[src/rtl/exe_pkg.sv]
// Shared encodings for the execute stage: ALU opcodes, branch types, memory-control
// bit positions and the ID/EXE control bundle.
package exe_pkg;

   localparam logic [3:0] EXE_ADD = 4'b0000;
   localparam logic [3:0] EXE_SUB = 4'b0010;
   localparam logic [3:0] EXE_AND = 4'b0100;
   localparam logic [3:0] EXE_OR  = 4'b0101;
   localparam logic [3:0] EXE_NOR = 4'b0110;
   localparam logic [3:0] EXE_XOR = 4'b0111;
   localparam logic [3:0] EXE_SLL = 4'b1000;
   localparam logic [3:0] EXE_SRA = 4'b1001;
   localparam logic [3:0] EXE_SRL = 4'b1010;

   localparam logic [1:0] BR_NONE = 2'b00;
   localparam logic [1:0] BR_BEZ  = 2'b01;
   localparam logic [1:0] BR_BNE  = 2'b10;
   localparam logic [1:0] BR_JMP  = 2'b11;

   localparam int MEM_R_BIT = 1;
   localparam int MEM_W_BIT = 0;

   localparam int CMD_W  = 4;
   localparam int BR_W   = 2;
   localparam int MSIG_W = 2;
   localparam int CTRL_W = 1 + MSIG_W + BR_W + CMD_W;

   typedef struct packed {
      logic              wb_en;
      logic [MSIG_W-1:0] mem_sig;
      logic [BR_W-1:0]   br_type;
      logic [CMD_W-1:0]  cmd;
   } ctrl_t;

   // An all-zero control word never writes, loads, stores or branches.
   localparam ctrl_t CTRL_BUBBLE = '0;

endpackage

[src/rtl/exe_stage_alu.sv]
// Combinational ALU for the execute stage; unknown opcodes yield zero.
module alu
   import exe_pkg::*;
#(
   parameter int DW = 32
) (
   input  logic [DW-1:0]    op1,
   input  logic [DW-1:0]    op2,
   input  logic [CMD_W-1:0] cmd,
   output logic [DW-1:0]    result
);

   logic signed [DW-1:0] op1_s;
   logic [4:0]           shamt;

   assign op1_s = op1;
   assign shamt = op2[4:0];

   always_comb begin
      result = '0;
      case (cmd)
         EXE_ADD: result = op1 + op2;
         EXE_SUB: result = op1 - op2;
         EXE_AND: result = op1 & op2;
         EXE_OR:  result = op1 | op2;
         EXE_NOR: result = ~(op1 | op2);
         EXE_XOR: result = op1 ^ op2;
         EXE_SLL: result = op1 << shamt;
         EXE_SRA: result = op1_s >>> shamt;
         EXE_SRL: result = op1 >> shamt;
         default: result = '0;
      endcase
   end

endmodule

[src/rtl/exe_stage.sv]
// Execute stage: ID/EXE register, ALU, branch resolution and EXE/MEM register.
// Defining EXE_FWD_EN adds MEM/WB operand forwarding and its ports.
module exe_stage
   import exe_pkg::*;
#(
   parameter int DW = 32,
   parameter int RW = 5
) (
   input  logic          clk,
   input  logic          rst,
   input  logic          freeze,
   input  logic          WB_En_in,
   input  logic [1:0]    MEM_Signal,
   input  logic [1:0]    Branch_Type,
   input  logic [3:0]    EXE_CMD,
   input  logic [DW-1:0] val1,
   input  logic [DW-1:0] val2,
   input  logic [DW-1:0] reg2,
   input  logic [DW-1:0] PC_in,
   input  logic [RW-1:0] dest_in,
`ifdef EXE_FWD_EN
   input  logic [RW-1:0] src1,
   input  logic [RW-1:0] src2,
   input  logic          is_imm,
   input  logic          MEM_WB_En,
   input  logic [RW-1:0] MEM_Dest,
   input  logic [DW-1:0] MEM_Result,
   input  logic          WB_WB_En,
   input  logic [RW-1:0] WB_Dest,
   input  logic [DW-1:0] WB_Data,
`endif
   output logic          BrTaken,
   output logic [DW-1:0] Br_Addr,
   output logic          WB_En_out,
   output logic          MEM_R_EN,
   output logic          MEM_W_EN,
   output logic [DW-1:0] ALU_Result,
   output logic [DW-1:0] ST_Val,
   output logic [RW-1:0] Dest
);

   ctrl_t         ctrl_d, ctrl_q;
   logic [DW-1:0] val1_q, val2_q, reg2_q, pc_q;
   logic [RW-1:0] dest_q;
   logic [DW-1:0] op1, op2, st_val, alu_res;
   logic          br_taken;
   logic          wb_q, mem_r_q, mem_w_q;
   logic [DW-1:0] res_q, st_q;
   logic [RW-1:0] dst_q;

   // A taken branch replaces the wrong-path ID instruction with a bubble.
   always_comb begin
      ctrl_d = '{wb_en: WB_En_in, mem_sig: MEM_Signal, br_type: Branch_Type, cmd: EXE_CMD};
      if (br_taken) ctrl_d = CTRL_BUBBLE;
   end

   always_ff @(posedge clk or posedge rst) begin
      if (rst) begin
         ctrl_q <= CTRL_BUBBLE;
         val1_q <= '0;
         val2_q <= '0;
         reg2_q <= '0;
         pc_q   <= '0;
         dest_q <= '0;
      end else if (!freeze) begin
         ctrl_q <= ctrl_d;
         val1_q <= val1;
         val2_q <= val2;
         reg2_q <= reg2;
         pc_q   <= PC_in;
         dest_q <= dest_in;
      end
   end

`ifdef EXE_FWD_EN
   logic [RW-1:0] src1_q, src2_q;
   logic          is_imm_q;

   function automatic logic [DW-1:0] fwd(input logic [RW-1:0] src, input logic [DW-1:0] rv,
                                         input logic m_en, input logic [RW-1:0] m_dst,
                                         input logic [DW-1:0] m_val, input logic w_en,
                                         input logic [RW-1:0] w_dst, input logic [DW-1:0] w_val);
      if (src != '0 && m_en && m_dst == src) return m_val;
      if (src != '0 && w_en && w_dst == src) return w_val;
      return rv;
   endfunction

   always_ff @(posedge clk or posedge rst) begin
      if (rst) begin
         src1_q   <= '0;
         src2_q   <= '0;
         is_imm_q <= 1'b0;
      end else if (!freeze) begin
         src1_q   <= src1;
         src2_q   <= src2;
         is_imm_q <= is_imm;
      end
   end

   always_comb begin
      op1    = fwd(src1_q, val1_q, MEM_WB_En, MEM_Dest, MEM_Result, WB_WB_En, WB_Dest, WB_Data);
      st_val = fwd(src2_q, reg2_q, MEM_WB_En, MEM_Dest, MEM_Result, WB_WB_En, WB_Dest, WB_Data);
      op2    = is_imm_q ? val2_q
                        : fwd(src2_q, val2_q, MEM_WB_En, MEM_Dest, MEM_Result, WB_WB_En, WB_Dest, WB_Data);
   end
`else
   always_comb begin
      op1    = val1_q;
      op2    = val2_q;
      st_val = reg2_q;
   end
`endif

   alu #(.DW(DW)) u_alu (
      .op1    (op1),
      .op2    (op2),
      .cmd    (ctrl_q.cmd),
      .result (alu_res)
   );

   always_comb begin
      br_taken = 1'b0;
      case (ctrl_q.br_type)
         BR_BEZ:  br_taken = (op1 == '0);
         BR_BNE:  br_taken = (op1 != st_val);
         BR_JMP:  br_taken = 1'b1;
         default: br_taken = 1'b0;
      endcase
   end

   assign BrTaken = br_taken;
   assign Br_Addr = pc_q + (op2 << 2);

   always_ff @(posedge clk or posedge rst) begin
      if (rst) begin
         wb_q    <= 1'b0;
         mem_r_q <= 1'b0;
         mem_w_q <= 1'b0;
         res_q   <= '0;
         st_q    <= '0;
         dst_q   <= '0;
      end else if (!freeze) begin
         wb_q    <= ctrl_q.wb_en;
         mem_r_q <= ctrl_q.mem_sig[MEM_R_BIT];
         mem_w_q <= ctrl_q.mem_sig[MEM_W_BIT];
         res_q   <= alu_res;
         st_q    <= st_val;
         dst_q   <= dest_q;
      end
   end

   assign WB_En_out  = wb_q;
   assign MEM_R_EN   = mem_r_q;
   assign MEM_W_EN   = mem_w_q;
   assign ALU_Result = res_q;
   assign ST_Val     = st_q;
   assign Dest       = dst_q;

endmodule

[config.mk]
export PLATFORM = sky130hd
export DESIGN_NAME = exe_stage
export DESIGN_NICKNAME = d
export VERILOG_FILES = /design/src/rtl/exe_pkg.sv /design/src/rtl/exe_stage_alu.sv /design/src/rtl/exe_stage.sv
export SDC_FILE = /design/constraint.sdc
export NUM_CORES = 1
export LEC_CHECK = 0
export ABC_AREA = 1
export CAP_MARGIN = 20
export CORE_MARGIN = 2
export CORE_UTILIZATION = 45
export DETAILED_ROUTE_END_ITERATION = 6
export PLACE_DENSITY = 0.67
export SKIP_CTS_REPAIR_TIMING = 1
export SLEW_MARGIN = 20
export SYNTH_ARGS = -nofsm -noshare
export SYNTH_HDL_FRONTEND = slang
export SYNTH_SLANG_ARGS = --single-unit
[constraint.sdc]
create_clock -name clk -period 10.4 [get_ports clk]
set_clock_uncertainty 0.15 [all_clocks]
set_input_delay 2.08 -clock clk [delete_from_list [all_inputs] [get_ports clk]]
set_output_delay 2.08 -clock clk [all_outputs]
set_load 0.01 [all_outputs]
==> metrics <==
Synth Area per Inst 6.28 um^2; max cap viols 0; Clock transition at path regs approximately 0.060 ns; startpoint class of the critical path flip-flop; arrival time of the worst setup path 3.98 ns; cell area after synthesis 18800 um^2; crit-path max cell delay 0.53 ns; clk buf depth 3; Syn. warnings 0; layout overhead on the synthesized area 19.4%; status completed; maximum fanout along the worst path 38; maximum VDD drop between 100 and 150 uV; GR Overflow Total 0; Req. time, crit path 8.17 ns; setup TNS 0 ns; dpl hpwl about 65000 um; Leakage between 10 and 15 nW; first-pass GRT wire length 125000 um; DR pass1 iterations 7; Fmax 161 MHz; Comb pwr share 43.0%; drt drc 0; CP Class flip-flop to output pin; initial antenna violation count 5; Final GP Congestion 1.03; clock latency at the later pin of the worst-skew pair 0.61 ns; distinct cell type count after synthesis 55; Slowest cell on crit path clkdlybuf4s50_1; total track usage between 30% and 40%; CTS Sinks roughly 210; root buf cell clkbuf_16; Post-synth ARST share 100%; Hold WC Path Type flip-flop to flip-flop; Worst path most repeated cell nand2_1; RSZ-0062 raised after global routing false; Final WS setup around 4.2 ns; delay-heaviest family, CP buffers and inverters; nature of the critical path endpoint output pin; initial DRC count ~2600; Final Hold Fails 0; net load switching power 0.00151 W; vias in the first global route 20547; CTS tree done; Slew @ Worst Pin 1.02 ns; area fraction of the dominant cell type after synthesis 28.5%; Worst slew margin 31.7%; P_int 0.00206 W; switching part of the total 42.3%; num rows 74; Period minus WS final 6.21 ns; Post-Place Worst Slack 4.87 ns; syn nets 3269; sequential power share 29.8%; WP buf/inv 4; number of synthesized flops with an enable pin 0; pin count of the biggest net entering global routing 153; Top FF cell, synth dfrtp_1; Starting Density approximately 46%; Core Area 41000 um^2; Clk pwr share roughly 27%; FILL cells about 4100; post-route ant nets 0; via/cell ratio around 5.8; PwrDens 159 nW/um^2; io pins 250; die area around 43000 um^2; H-Tree Depth 1; Yosys top cell by area dfrtp_1; WL/cell 22.4 um; Routed WL 83600 um; top cells by area, synth dfrtp_1 28%, nand2_1 23%, nand3_1 9.8%, ha_1 8.4%, inv_1 5.9%; Cells after Synth 2996; endpoints failing setup 0; Port Buffers 249; Vias between 20000 and 25000; Die Span X 208 um; CP cell instances buf_4 > ha_1 > inv_1 > fa_1 > inv_1 > nand3_1 > nand2_1 > a21oi_1 > o21ai_0 > nand3_1 > nand2_1 > nand2_1 > nand2_1 > clkdlybuf4s50_1; Die Height 208 um; crit share post-route 59.7%; share of layout cells above drive strength 1 3.41%; post-layout util between 50% and 60%; Inserted Clock Buffers 27; NumNets Final approximately 3400; Seq/Total Area, Yosys 28.5%; flops & latches, synth 214; Slew Limit Fails 0
## tightest hold or removal path, stage by stage (launching register included)
cell and delay (ns):
dfrtp_1 0.34, nand2_1 0.05, nand2_1 0.05
## logic make-up (layout without fill, tap and decap cells)
kind of cell	count (synthesis)	after routing	share of synthesized area, %
AO/OA/AOI/OAI	357	357	10.5
XOR/XNOR	63	63	2.93
adder cells (fa/ha/maj)	128	128	8.59
buffers and inverters	424	620	9.18
flip-flops	214	214	28.5
other	0	6	0
AND/OR/NAND/NOR	1810	1810	40.4
## worst paths after layout
| check | startpoint | endpoint | slack (ns) | cells after the start |
|---|---|---|---|---|
| setup / recovery | op2[0]$_DFFE_PP0N_ | Br_Addr[30] | 4.19 | 14 |
| hold / removal | ALU_Result[20]$_DFFE_PP0N_ | ALU_Result[20]$_DFFE_PP0N_ | 0.32 | 2 |
| setup reg to reg | op2[1]$_DFFE_PP0N_ | ALU_Result[15]$_DFFE_PP0N_ | 5.50 | 23 |
| hold reg to reg | ALU_Result[20]$_DFFE_PP0N_ | ALU_Result[20]$_DFFE_PP0N_ | 0.32 | 2 |
| max in group asynchronous | rst | ALU_Result[27]$_DFFE_PP0N_ | 6.86 | 3 |
| min in group asynchronous | rst | ST_Val[25]$_DFFE_PP0N_ | 1.79 | 2 |
## per-stage QoR
stage	std cells	hold slack (ns)	instance area (um^2)	power [W]
6_report	3730	0.324	22500	0.00357
5_1_grt	3728	0.346	22500	0.00377
2_1_floorplan	2996	0.292	18800	0.00191
3_5_place_dp	3677	0.314	21600	0.00257
4_1_cts	3724	0.329	22500	0.00354
3_3_place_gp	3677	0.303	21600	0.00256
## placed cells by master (no fill, tap or decap), types with 8 or more instances in the layout
master              n
nor4_1             14
inv_1             295
dfrtp_1           213
nor2_2             10
nand4_1            38
ha_1              126
nand3b_1            9
xnor2_1            13
and2_1              9
a21o_1              8
nor2_1            161
xor2_1             50
o21ai_1             9
nand2_2             8
clkdlybuf4s50_1   248
nand3_1           368
or2_2               8
o21ai_0           202
nor3_1             19
buf_4              18
a21oi_1            87
nand2_1          1153
clkbuf_16          27
## power groups by stage
| stage | Sequential, W | Combinational (W) | Clock [W] |
|---|---|---|---|
| 4_1_cts | 0.00106 | 0.00151 | 0.000979 |
| 6_report | 0.00106 | 0.00154 | 0.000972 |
| 5_1_grt | 0.00107 | 0.00168 | 0.00102 |
| 2_1_floorplan | 0.00105 | 0.000866 | 0 |
| 3_5_place_dp | 0.00107 | 0.00150 | 0 |
| 3_3_place_gp | 0.00106 | 0.00150 | 0 |
## per-layer routing
layer / track usage (%) / wire (um) / vias up
li1: - / - / 10033
met1: 50.9 / 34400 / 10048
met2: 57.3 / 35600 / 1161
met3: 7.41 / 8020 / 261
met4: 21.6 / 5590 / 0
met5: 0 / 0 / -
## sequential cells by signal (all words and copies together) (netlist names)
signal      count
ALU_Result     32
Dest            5
MEM_R_EN        1
MEM_W_EN        1
ST_Val         32
WB_En_out       1
ctrl_q          9
dest_q          5
op1            32
op2            32
pc_q           32
reg2_q         32
## synth_stat cells, types with 2 or more instances
cell type and count:
a32o_1 2, a21boi_0 3, nand3b_1 9, buf_4 14, buf_1 4, nand3_1 368, nor4_1 14, o211ai_1 7
nor2_1 162, nand2_1 1153, nor3b_1 2, o21a_1 2, a211oi_1 3, nor2_2 9, buf_6 3, o2111ai_1 4
nor3_1 19, dfrtp_1 214, a21oi_1 87, ha_1 126, a21o_1 8, nand2_2 8, buf_2 46, inv_1 296
nand3_2 2, clkbuf_1 51, xnor2_1 13, and2_1 9, o21ai_1 9, or2_2 8, a31oi_1 5, a221oi_1 4
nor2_4 4, o21ai_0 202, xor2_1 50, inv_2 8, fa_1 2, nand4_1 38, a22o_1 7, o21bai_1 6
## layout make-up
cell class / instances / area [um^2] / share of cell area, %
repair buffers: 267 / 2630 / 11.7
well taps: 532 / 666 / 2.96
diodes: 6 / 15.0 / 0.0668
flip-flops and latches: 214 / 5360 / 23.8
clock buffers: 35 / 756 / 3.36
multi-input cells: 2358 / 11700 / 52.2
inverters: 306 / 1170 / 5.19
clock inverters: 12 / 144 / 0.640
Power figures use the tool's default switching activity.
